**src/rtl/spi_relay_pkg.sv**
```systemverilog
// spi_relay_pkg: shared encodings, FSM state types and the frame transform.
package spi_relay_pkg;

  // Widest frame the transform function can handle; callers size-cast in and out.
  localparam int unsigned XFORM_W = 512;

  typedef enum logic [1:0] {
    MODE_PASS  = 2'd0,
    MODE_INV   = 2'd1,
    MODE_INC   = 2'd2,
    MODE_BSWAP = 2'd3
  } mode_e;

  typedef enum logic {
    RX_IDLE = 1'b0,
    RX_ACK  = 1'b1
  } rx_state_e;

  typedef enum logic [1:0] {
    TX_IDLE   = 2'd0,
    TX_STROBE = 2'd1,
    TX_GUARD  = 2'd2
  } tx_state_e;

  // Applies the MODE transform to the low data_w bits of data. Bits above data_w
  // in the result are don't-care; the caller truncates them, which also makes
  // MODE_INC wrap all-ones to zero.
  function automatic logic [XFORM_W-1:0] transform(input mode_e                mode,
                                                    input logic [XFORM_W-1:0] data,
                                                    input int unsigned        data_w);
    logic [XFORM_W-1:0] res;
    int                 nbytes;
    nbytes = int'(data_w / 8);
    res    = data;
    case (mode)
      MODE_PASS: res = data;
      MODE_INV:  res = ~data;
      MODE_INC:  res = data + {{(XFORM_W - 1){1'b0}}, 1'b1};
      MODE_BSWAP: begin
        res = '0;
        for (int i = 0; i < int'(XFORM_W / 8); i++) begin
          if (i < nbytes) begin
            res[8*i +: 8] = data[8*(nbytes-1-i) +: 8];
          end
        end
      end
      default: res = data;
    endcase
    return res;
  endfunction

endpackage

```
**src/rtl/spi_frame_relay_if.sv**
```systemverilog
// spi_frame_relay_if: handshake, control and statistics signals of the frame relay.
interface spi_frame_relay_if #(
  parameter int unsigned DATA_W = 64,
  parameter int unsigned DEPTH  = 4,
  parameter int unsigned CNT_W  = 16
);
  localparam int unsigned LVL_W = $clog2(DEPTH) + 1;

  logic              rx_valid;
  logic [DATA_W-1:0] rx_data;
  logic              rx_rd;
  logic              tx_busy;
  logic              tx_wr;
  logic [DATA_W-1:0] tx_data;
  logic              enable;
  logic [1:0]        mode;
  logic [LVL_W-1:0]  level;
  logic [CNT_W-1:0]  rx_cnt;
  logic [CNT_W-1:0]  tx_cnt;
  logic [CNT_W-1:0]  drop_cnt;

  // Relay side
  modport slave (
    input  rx_valid, rx_data, tx_busy, enable, mode,
    output rx_rd, tx_wr, tx_data, level, rx_cnt, tx_cnt, drop_cnt
  );

  // Driver side (slave/master cores or a bench)
  modport master (
    output rx_valid, rx_data, tx_busy, enable, mode,
    input  rx_rd, tx_wr, tx_data, level, rx_cnt, tx_cnt, drop_cnt
  );

endinterface

```
**src/rtl/spi_relay_fifo.sv**
```systemverilog
// spi_relay_fifo: synchronous FIFO with registered level; push ignored when full,
// pop ignored when empty.
module spi_relay_fifo #(
  parameter int unsigned DATA_W = 64,
  parameter int unsigned DEPTH  = 4,
  localparam int unsigned AW    = $clog2(DEPTH),
  localparam int unsigned LVL_W = AW + 1
) (
  input  logic              i_clk,
  input  logic              i_rst,
  input  logic              i_push,
  input  logic              i_pop,
  input  logic [DATA_W-1:0] i_data,
  output logic [DATA_W-1:0] o_head,
  output logic              o_full,
  output logic              o_empty,
  output logic [LVL_W-1:0]  o_level
);

  logic [DATA_W-1:0] r_mem [DEPTH];
  logic [AW-1:0]     r_wr_ptr;
  logic [AW-1:0]     r_rd_ptr;
  logic [LVL_W-1:0]  r_level;
  logic              w_do_push;
  logic              w_do_pop;

  assign o_full    = (r_level == LVL_W'(DEPTH));
  assign o_empty   = (r_level == '0);
  assign w_do_push = i_push && !o_full;
  assign w_do_pop  = i_pop && !o_empty;
  assign o_head    = r_mem[r_rd_ptr];
  assign o_level   = r_level;

  // Storage write; contents need no reset since level gates every read.
  always_ff @(posedge i_clk) begin
    if (w_do_push) begin
      r_mem[r_wr_ptr] <= i_data;
    end
  end

  // Pointers wrap naturally as DEPTH is a power of two.
  always_ff @(posedge i_clk or posedge i_rst) begin
    if (i_rst) begin
      r_wr_ptr <= '0;
      r_rd_ptr <= '0;
      r_level  <= '0;
    end else begin
      if (w_do_push) r_wr_ptr <= r_wr_ptr + AW'(1);
      if (w_do_pop)  r_rd_ptr <= r_rd_ptr + AW'(1);
      case ({w_do_push, w_do_pop})
        2'b10:   r_level <= r_level + LVL_W'(1);
        2'b01:   r_level <= r_level - LVL_W'(1);
        default: r_level <= r_level;
      endcase
    end
  end

endmodule

```
**src/rtl/spi_frame_relay.sv**
```systemverilog
// spi_frame_relay: buffers frames from the SPI slave core in a FIFO, applies the
// selected transform and re-sends them through the SPI master core.
// Interface parameters on the bus instance must match DATA_W/DEPTH/CNT_W here.
module spi_frame_relay
  import spi_relay_pkg::*;
#(
  parameter int unsigned DATA_W       = 64,
  parameter int unsigned DEPTH        = 4,
  parameter int unsigned CNT_W        = 16,
  parameter bit          DROP_ON_FULL = 1'b1
) (
  input logic              i_clk,
  input logic              i_rst,
  spi_frame_relay_if.slave bus
);

  localparam int unsigned LVL_W = $clog2(DEPTH) + 1;

  logic              w_full;
  logic              w_empty;
  logic              w_push;
  logic              w_pop;
  logic              w_drop;
  logic              w_tx_inc;
  logic [DATA_W-1:0] w_head;
  logic [LVL_W-1:0]  w_level;

  rx_state_e         r_rx_state;
  rx_state_e         w_rx_state_d;
  logic              r_rx_rd;
  logic              w_rx_rd_d;

  tx_state_e         r_tx_state;
  tx_state_e         w_tx_state_d;
  logic              r_guard;
  logic              w_guard_d;
  logic              r_tx_wr;
  logic [DATA_W-1:0] r_tx_data;
  logic [DATA_W-1:0] w_tx_data_d;

  logic [CNT_W-1:0]  r_rx_cnt;
  logic [CNT_W-1:0]  r_tx_cnt;
  logic [CNT_W-1:0]  r_drop_cnt;

  spi_relay_fifo #(
    .DATA_W (DATA_W),
    .DEPTH  (DEPTH)
  ) u_fifo (
    .i_clk   (i_clk),
    .i_rst   (i_rst),
    .i_push  (w_push),
    .i_pop   (w_pop),
    .i_data  (bus.rx_data),
    .o_head  (w_head),
    .o_full  (w_full),
    .o_empty (w_empty),
    .o_level (w_level)
  );

  // Intake next-state: one push or one drop per frame, then hold the ack until
  // the slave core releases RX_VALID.
  always_comb begin
    w_rx_state_d = r_rx_state;
    w_rx_rd_d    = r_rx_rd;
    w_push       = 1'b0;
    w_drop       = 1'b0;
    case (r_rx_state)
      RX_IDLE: begin
        if (bus.rx_valid) begin
          if (!w_full) begin
            w_push       = 1'b1;
            w_rx_rd_d    = 1'b1;
            w_rx_state_d = RX_ACK;
          end else if (DROP_ON_FULL) begin
            w_drop       = 1'b1;
            w_rx_rd_d    = 1'b1;
            w_rx_state_d = RX_ACK;
          end
        end
      end
      RX_ACK: begin
        if (!bus.rx_valid) begin
          w_rx_rd_d    = 1'b0;
          w_rx_state_d = RX_IDLE;
        end
      end
      default: begin
        w_rx_rd_d    = 1'b0;
        w_rx_state_d = RX_IDLE;
      end
    endcase
  end

  // Intake state, acknowledge and intake counters.
  always_ff @(posedge i_clk or posedge i_rst) begin
    if (i_rst) begin
      r_rx_state <= RX_IDLE;
      r_rx_rd    <= 1'b0;
      r_rx_cnt   <= '0;
      r_drop_cnt <= '0;
    end else begin
      r_rx_state <= w_rx_state_d;
      r_rx_rd    <= w_rx_rd_d;
      if (w_push) r_rx_cnt   <= r_rx_cnt + CNT_W'(1);
      if (w_drop) r_drop_cnt <= r_drop_cnt + CNT_W'(1);
    end
  end

  // Output next-state: pop and transform in idle, one strobe cycle, then two
  // guard cycles so the master core has time to raise BUSY.
  always_comb begin
    w_tx_state_d = r_tx_state;
    w_guard_d    = r_guard;
    w_tx_data_d  = r_tx_data;
    w_pop        = 1'b0;
    w_tx_inc     = 1'b0;
    unique case (r_tx_state)
      TX_IDLE: begin
        if (bus.enable && !w_empty && !bus.tx_busy) begin
          w_pop        = 1'b1;
          // MODE is captured here, so later changes leave this frame alone.
          w_tx_data_d  = DATA_W'(transform(mode_e'(bus.mode), XFORM_W'(w_head), DATA_W));
          w_tx_state_d = TX_STROBE;
        end
      end
      TX_STROBE: begin
        w_tx_inc     = 1'b1;
        w_guard_d    = 1'b0;
        w_tx_state_d = TX_GUARD;
      end
      TX_GUARD: begin
        if (r_guard) begin
          w_tx_state_d = TX_IDLE;
        end else begin
          w_guard_d = 1'b1;
        end
      end
      default: begin
        w_guard_d    = 1'b0;
        w_tx_state_d = TX_IDLE;
      end
    endcase
  end

  // Output state, registered strobe and data, transmit counter.
  always_ff @(posedge i_clk or posedge i_rst) begin
    if (i_rst) begin
      r_tx_state <= TX_IDLE;
      r_guard    <= 1'b0;
      r_tx_wr    <= 1'b0;
      r_tx_data  <= '0;
      r_tx_cnt   <= '0;
    end else begin
      r_tx_state <= w_tx_state_d;
      r_guard    <= w_guard_d;
      r_tx_wr    <= (w_tx_state_d == TX_STROBE);
      r_tx_data  <= w_tx_data_d;
      if (w_tx_inc) r_tx_cnt <= r_tx_cnt + CNT_W'(1);
    end
  end

  assign bus.rx_rd    = r_rx_rd;
  assign bus.tx_wr    = r_tx_wr;
  assign bus.tx_data  = r_tx_data;
  assign bus.level    = w_level;
  assign bus.rx_cnt   = r_rx_cnt;
  assign bus.tx_cnt   = r_tx_cnt;
  assign bus.drop_cnt = r_drop_cnt;

endmodule

```
**src/flat_wrapper.sv**
```systemverilog
// flat-port wrapper written by rule: the top's interface ports become plain ports
module spi_frame_relay_flat import spi_relay_pkg::*;
#(
  parameter int unsigned DATA_W       = 64,
  parameter int unsigned DEPTH        = 4,
  parameter int unsigned CNT_W        = 16,
  parameter bit          DROP_ON_FULL = 1'b1
)
  (i_clk, i_rst, bus_rx_valid, bus_rx_data, bus_tx_busy, bus_enable, bus_mode, bus_rx_rd, bus_tx_wr, bus_tx_data, bus_level, bus_rx_cnt, bus_tx_cnt, bus_drop_cnt);
  spi_frame_relay_if #(.DATA_W(DATA_W), .DEPTH(DEPTH), .CNT_W(CNT_W)) bus_i ();
  input logic i_clk;
  input logic i_rst;
  input wire logic [$bits(bus_i.rx_valid)-1:0] bus_rx_valid;
  input wire logic [$bits(bus_i.rx_data)-1:0] bus_rx_data;
  input wire logic [$bits(bus_i.tx_busy)-1:0] bus_tx_busy;
  input wire logic [$bits(bus_i.enable)-1:0] bus_enable;
  input wire logic [$bits(bus_i.mode)-1:0] bus_mode;
  output wire logic [$bits(bus_i.rx_rd)-1:0] bus_rx_rd;
  output wire logic [$bits(bus_i.tx_wr)-1:0] bus_tx_wr;
  output wire logic [$bits(bus_i.tx_data)-1:0] bus_tx_data;
  output wire logic [$bits(bus_i.level)-1:0] bus_level;
  output wire logic [$bits(bus_i.rx_cnt)-1:0] bus_rx_cnt;
  output wire logic [$bits(bus_i.tx_cnt)-1:0] bus_tx_cnt;
  output wire logic [$bits(bus_i.drop_cnt)-1:0] bus_drop_cnt;
  assign bus_i.rx_valid = bus_rx_valid;
  assign bus_i.rx_data = bus_rx_data;
  assign bus_i.tx_busy = bus_tx_busy;
  assign bus_i.enable = bus_enable;
  assign bus_i.mode = bus_mode;
  assign bus_rx_rd = bus_i.rx_rd;
  assign bus_tx_wr = bus_i.tx_wr;
  assign bus_tx_data = bus_i.tx_data;
  assign bus_level = bus_i.level;
  assign bus_rx_cnt = bus_i.rx_cnt;
  assign bus_tx_cnt = bus_i.tx_cnt;
  assign bus_drop_cnt = bus_i.drop_cnt;
  spi_frame_relay #(.DATA_W(DATA_W), .DEPTH(DEPTH), .CNT_W(CNT_W), .DROP_ON_FULL(DROP_ON_FULL)) u_core (.i_clk(i_clk), .i_rst(i_rst), .bus(bus_i));
endmodule
```
**config.mk**
```make
export PLATFORM = sky130hd
export DESIGN_NAME = spi_frame_relay_flat
export DESIGN_NICKNAME = d
export VERILOG_FILES = /design/src/rtl/spi_relay_pkg.sv /design/src/rtl/spi_frame_relay_if.sv /design/src/rtl/spi_relay_fifo.sv /design/src/rtl/spi_frame_relay.sv /design/src/flat_wrapper.sv
export SDC_FILE = /design/constraint.sdc
export NUM_CORES = 1
export LEC_CHECK = 0
export CAP_MARGIN = 0
export CORE_MARGIN = 8
export CORE_UTILIZATION = 61
export DETAILED_ROUTE_END_ITERATION = 10
export PLACE_DENSITY = 0.93
export SYNTH_ARGS = -nofsm -noshare
export SYNTH_HDL_FRONTEND = slang
export SYNTH_HIERARCHICAL = 1
export SYNTH_SLANG_ARGS = --single-unit
```
**constraint.sdc**
```tcl
create_clock -name i_clk -period 12.5 [get_ports i_clk]
set_clock_uncertainty 0.2 [all_clocks]
set_input_delay 3.75 -clock i_clk [delete_from_list [all_inputs] [get_ports i_clk]]
set_output_delay 3.75 -clock i_clk [all_outputs]
set_load 0.02 [all_outputs]
```
==> results of run 1 <==
## worst reg2reg max path, delay by kind of cell, from the launching register on
family / cells / cell delay [ns]
muxes: 1 / 0.60
buffers and inverters: 1 / 0.71
DFF: 1 / 0.82
xor gates and xnor gates: 1 / 0.15
and+or+nand+nor: 4 / 1.56
AOI/OAI and AO/OA: 1 / 0.13
## cells in the mapped netlist (all sizes together) (23+ instances only)
master	instances	area [µm²]
nor2	81	304.0
o211ai	25	187.7
nand3	38	212.7
buf	27	163.9
o21ai	77	385.4
dfrtp	125	3128
mux4	64	1441
clkbuf	49	183.9
edfxtp	256	7687
xor2	32	280.3
a21oi	32	160.2
nor3	24	120.1
nand4	39	292.8
nand2	114	427.9
inv	23	86.33
xnor2	96	840.8
## area by class of cell
type / instances / area [µm²]
repair buffers: 200 / 1962
multi-input cells: 790 / 6065
clock buffers: 49 / 1054
fillers: 1684 / 7207
clock inverters: 20 / 188.9
well taps: 378 / 473.0
flip-flops and latches: 381 / 10820
inverters: 23 / 88.84
## report_power, final
| group | switching, mW | internal, mW |
|---|---|---|
| Sequential | 0.214 | 1.59 |
| Clock | 0.472 | 0.661 |
| Combinational | 1.03 | 0.725 |
| Total | 1.72 | 2.97 |
## worst paths after layout
check | start | end | slack (ns) | cells past startpoint
worst max-delay path | bus_tx_busy | u_core/u_fifo/o_level[2] | 5.17 | 13
worst min-delay path | u_core/bus.rx_cnt[15] | u_core/bus.rx_cnt[15] | 0.27 | 1
worst max register to register | u_core/u_fifo/r_rd_ptr[0] | u_core/bus.tx_data[57] | 8.18 | 8
worst min register to register | u_core/bus.rx_cnt[15] | u_core/bus.rx_cnt[15] | 0.27 | 1
max in group asynchronous | i_rst | u_core/bus.tx_data[4] | 7.24 | 3
min in group asynchronous | i_rst | u_core/u_fifo/r_wr_ptr[1] | 3.38 | 2
## routing by layer
metal	GRT usage	routed length [µm]	vias up
li1	-	-	5123
met1	0.3299	16270	5890
met2	0.4310	21530	826
met3	0.05769	4926	168
met4	0.09648	1870	2
met5	0	12	-
## sequential cells by signal (all words and copies together), names as in the netlist
signal and flops:
u_core/r_tx_state 2, u_core/u_fifo/o_level 3, u_core/u_fifo/r_wr_ptr 2, u_core/bus.drop_cnt 16, u_core/r_rx_state 1, u_core/u_fifo/r_rd_ptr 2
u_core/bus.rx_rd 1, u_core/bus.tx_cnt 16, u_core/bus.rx_cnt 16, u_core/r_guard 1, u_core/bus.tx_data 64, u_core/u_fifo/r_mem 256
u_core/bus.tx_wr 1
## logic make-up (layout without fill, tap and decap cells)
kind of cell | after synthesis | after routing | share of synthesized area
multiplexers | 72 | 72 | 0.08812
adder cells (fa/ha/maj) | 10 | 10 | 0.007663
AND/OR/NAND/NOR | 369 | 369 | 0.1110
XOR/XNOR | 128 | 128 | 0.06477
AO/OA/AOI/OAI | 211 | 211 | 0.07844
flip-flops | 381 | 381 | 0.6249
buffers and inverters | 99 | 292 | 0.02508
==> results_dict.tcl, run 1 <==
set metrics [dict create \
    path_buf_inv 5 \
    grt_overflow_total 0 \
    vias_per_cell 6.523 \
    drt-pass1-iter-count 6 \
    dr.first_iter.drc_count 1339 \
    relSlewSlack 0.2914 \
    synth_edf_count 256 \
    netlist_instances 1270 \
    avgSynthCellArea_um2 13.63 \
    synth_ff_type "edfxtp_1" \
    start_util 0.6213 \
    tns_ns 0 \
    gp_congestion 0.9464 \
    ys_seq_elements 381 \
    pin_count 188 \
    syn_area_um2 17310 \
    status "complete, no violations" \
    synth_nets 1351 \
    cts_buffers 39 \
    via_count 12009 \
    synthArstFlopShare 0.3281 \
    rows 61 \
    finalSetupViolations 0 \
    ys_types 72 \
    p_total_mw 4.695 \
    min_path_type "reg -> reg" \
    grt_pass1_vias 11732 \
    fin_cells 1841 \
    core-area_um2 27860 \
    cts_root_buffer "clkbuf_16" \
    max_freq_ghz 0.1364 \
    post-place-cells 1772 \
    hold_viol_final 0 \
    final_cell_mix "edfxtp_1 (256), clkdlybuf4s50_1 (185), dfrtp_1 (123)" \
    grt_pass1_wl_um 67680 \
    layout_min_cycle_time_ns 7.334 \
    crit_fanout 74 \
    fin_crit_sh 0.5867 \
    cts_resized 0 \
    routed_wl_um 44610 \
    wl_per_cell_um 24.23 \
    path_delay_family "buffers and inverters" \
    die_area_um2 34020 \
    die_h_um 184.4 \
    maxSlewViolCount 0 \
    rsz0062_at_grt "false" \
    cp-end-kind "flop" \
    setup_slack_ns 5.166 \
    worst_pin_slew_ns 1.063 \
    p_leak_nw 7.234 \
    gr-usage-all-layers 0.2587 \
    post_cts_buffers 0 \
    cts_hold_buf 0 \
    grt_max_degree 105 \
    yosys_warnings 6 \
    layout_commonest_cell "edfxtp_1" \
    timing.hold.ws_ns 0.2679 \
    worstPathCellList "clkdlybuf4s50_1 > nand2b_1 > or4_2 > buf_4 > inv_2 > buf_4 > o31a_1 > ha_1 > inv_1 > fa_1 > xor2_1 > nor2_1 > xor2_1" \
    worstSetupStartpointType "input port" \
    port_buffers 187 \
    areaGrowthSynthToFinish_pct 19.32 \
    arrival_ns 7.58 \
    placed_area_um2 19410 \
    dpl_worst_slack_ns 4.855 \
    drtAntennaViolNets 0 \
    drive_above_1_share 0.1155 \
    drc_errors 0 \
    antennaDiodeCount 0 \
    critPathKind "in -> reg" \
    ys_seq_area_frac 0.6249 \
    final_nets 1516 \
    path_clk_slew_ns 0.06 \
    clock_sinks 381 \
    clkLatencyLatePin_ns 0.53 \
    final_util 0.7413 \
    fp.dieW_um 184.4 \
    cp.required_ns 12.74 \
    slowest_stage "or4_2" \
    powerDensity_nw_per_um2 227.3 \
    cts_tree "done" \
    irDropWorstVdd_mv 0.1583 \
    drv_cap 0 \
    hpwlAfterDp_um 29590 \
    finish.instance_area_um2 20650 \
    max_stage_delay_ns 0.54 \
    antenna_found_initial 1 \
    cts_buffer_depth 3 \
    htree_levels 2 \
]
(Power assumes the default switching activity.)
==> inputs of run 2 (changes only) <==
--- a/config.mk
+++ b/config.mk
@@ -7,9 +7,9 @@
 export LEC_CHECK = 0
 export CAP_MARGIN = 0
 export CORE_MARGIN = 8
-export CORE_UTILIZATION = 61
+export CORE_UTILIZATION = 57
 export DETAILED_ROUTE_END_ITERATION = 10
-export PLACE_DENSITY = 0.93
+export PLACE_DENSITY = 0.88
 export SYNTH_ARGS = -nofsm -noshare
 export SYNTH_HDL_FRONTEND = slang
 export SYNTH_HIERARCHICAL = 1
==> constraint.sdc (replaced) <==
create_clock -name i_clk -period 7.45 [get_ports i_clk]
set_clock_uncertainty 0.2 [all_clocks]
set_input_delay 2.235 -clock i_clk [delete_from_list [all_inputs] [get_ports i_clk]]
set_output_delay 2.235 -clock i_clk [all_outputs]
set_load 0.02 [all_outputs]
==> run 2 against run 1 <==
  * Sequential power rose by 68%
  * Combinational power rose by 66%
  * Critical endpoint unchanged
  * Critical path type unchanged
  * Register-to-register slack got worse by 5.1 ns
==> results_dict.tcl, run 2 (synthesis gave the netlist of run 1 again) <==
set metrics [dict create \
    tns_ns 0 \
    drc_errors 0 \
    die_h_um 190.3 \
    final_cell_mix "edfxtp_1 (256), clkdlybuf4s50_1 (185), dfrtp_1 (123)" \
    use_met3 0.05267 \
    drt-pass1-iter-count 6 \
    pwr-share-clk 0.247 \
    seq_power_share 0.383 \
    grt_pass1_wl_um 68210 \
    finalSetupViolations 0 \
    htree_levels 2 \
    via_count 11903 \
    post_cts_buffers 0 \
    cts_hold_buf 0 \
    core-area_um2 30270 \
    crit_fanout 74 \
    routed_wl_um 44690 \
    cts_root_buffer "clkbuf_16" \
    clkLatencyLatePin_ns 0.52 \
    wl_per_cell_um 24.04 \
    multi_input_area_um2 6065 \
    path_clk_slew_ns 0.06 \
    hold_viol_final 0 \
    vias_per_cell 6.403 \
    top_usage_layer "met2" \
    cp-end-kind "flop" \
    regMostFlops "u_core/u_fifo/r_mem" \
    antenna_found_initial 0 \
    grt_max_degree 98 \
    p_leak_nw 7.229 \
    relSlewSlack 0.1436 \
    cts_tree "done" \
    status "complete, no violations" \
    gr-usage-all-layers 0.2433 \
    ff_latch_area_um2 10820 \
    cts_resized 0 \
    start_util 0.5718 \
    fp.dieW_um 190.3 \
    antennaDiodeCount 0 \
    maxSlewViolCount 0 \
    drive_above_1_share 0.1100 \
    internal_power_mw 5.052 \
    fin_cells 1859 \
    fin_crit_sh 0.6736 \
    layout_min_cycle_time_ns 5.018 \
    cts_buffer_depth 3 \
    arrival_ns 5.26 \
    critPathKind "in -> reg" \
    p_sw_mw 2.853 \
    gp_congestion 0.9270 \
    die_area_um2 36200 \
    drtAntennaViolNets 0 \
    rsz0062_at_grt "false" \
    dr.first_iter.drc_count 1365 \
    min_path_type "reg -> reg" \
    drv_cap 0 \
    nFillCells 2029 \
    areaGrowthSynthToFinish_pct 19.63 \
    irDropWorstVdd_mv 0.2800 \
    cts_buffers 38 \
    grt_pass1_vias 11675 \
    port_buffers 187 \
    grt_overflow_total 0 \
    pin_count 188 \
    swShare 0.3609 \
    largest_reg_flops 256 \
    post-place-cells 1789 \
    rows 64 \
    clock_sinks 381 \
    comb_power_share 0.370 \
    worstSetupStartpointType "input port" \
    worst_pin_slew_ns 1.285 \
    powerDensity_nw_per_um2 381.8 \
    use_met2 0.4044 \
    max_freq_ghz 0.1993 \
    layout_commonest_cell "edfxtp_1" \
    hpwlAfterDp_um 29810 \
    cp.required_ns 7.70 \
    use_met1 0.3134 \
    final_nets 1514 \
]
[run 2: cell types whose count changed in the layout (fill, tap and decap cells not counted), moves of 2 or more]
cell       before  now
clkbuf_1        6   15
clkbuf_16      39   41
clkbuf_8        4    2
clkinv_2        7    0
clkinv_4        0    2
inv_6           3    0
[run 2: per-stage QoR]
step           instance area, µm²  hold slack [ns]    util  worst slack [ns]  power (mW)
2_1_floorplan               17310           0.2539       -             1.886       4.855
3_3_place_gp                19420           0.2584  0.6417             2.115       5.836
3_5_place_dp                19420           0.2608  0.6417             2.021       5.934
4_1_cts                     20700           0.2727  0.6840             2.480       7.901
5_1_grt                     20700           0.2963  0.6840             2.310       8.228
6_report                    20700           0.2712  0.6840             2.432       7.905
[run 2: area by class of cell]
| type | instances | area share |
|---|---|---|
| flip-flops and latches | 381 | 0.5226 |
| repair buffers | 199 | 0.09439 |
| multi-input cells | 790 | 0.2929 |
| clock buffers | 58 | 0.05360 |
| clock inverters | 12 | 0.008279 |
| well taps | 396 | 0.02393 |
| inverters | 23 | 0.004291 |
[run 2: power by group through the flow]
stage | logic (mW) | clock network [mW] | registers (mW)
after global routing | 3.09 | 2.07 | 3.07
final | 2.92 | 1.95 | 3.03
after CTS | 2.89 | 1.97 | 3.04
after detailed placement | 2.86 | 0 | 3.07
after global placement | 2.79 | 0 | 3.05
after floorplan | 1.73 | 0 | 3.12
[run 2: worst max-delay path, cell delays in order]
cell	delay, ns
clkdlybuf4s50_1	0.39
nand2b_1	0.14
or4_2	0.55
buf_4	0.36
inv_2	0.18
o31a_1	0.25
ha_1	0.23
inv_1	0.07
fa_1	0.37
xor2_1	0.16
nor2_1	0.14
xor2_1	0.15
[run 2: path summary, 6_finish.rpt]
path / start / to / slack (ns) / cells after the start
hold / removal: u_core/bus.rx_cnt[15] / u_core/bus.rx_cnt[15] / 0.27 / 1
hold reg to reg: u_core/bus.rx_cnt[15] / u_core/bus.rx_cnt[15] / 0.27 / 1
setup / recovery: bus_tx_busy / u_core/u_fifo/o_level[2] / 2.43 / 12
max in group asynchronous: i_rst / u_core/bus.tx_cnt[1] / 3.68 / 3
min in group asynchronous: i_rst / u_core/u_fifo/o_level[0] / 1.89 / 2
setup reg to reg: u_core/u_fifo/r_rd_ptr[0] / u_core/bus.tx_data[57] / 3.09 / 8
[run 2: per-layer routing]
layer	part of all wire	vias to the layer above
met5	0	-
met4	0.036	0
met3	0.096	132
met2	0.49	745
met1	0.38	5896
li1	-	5130
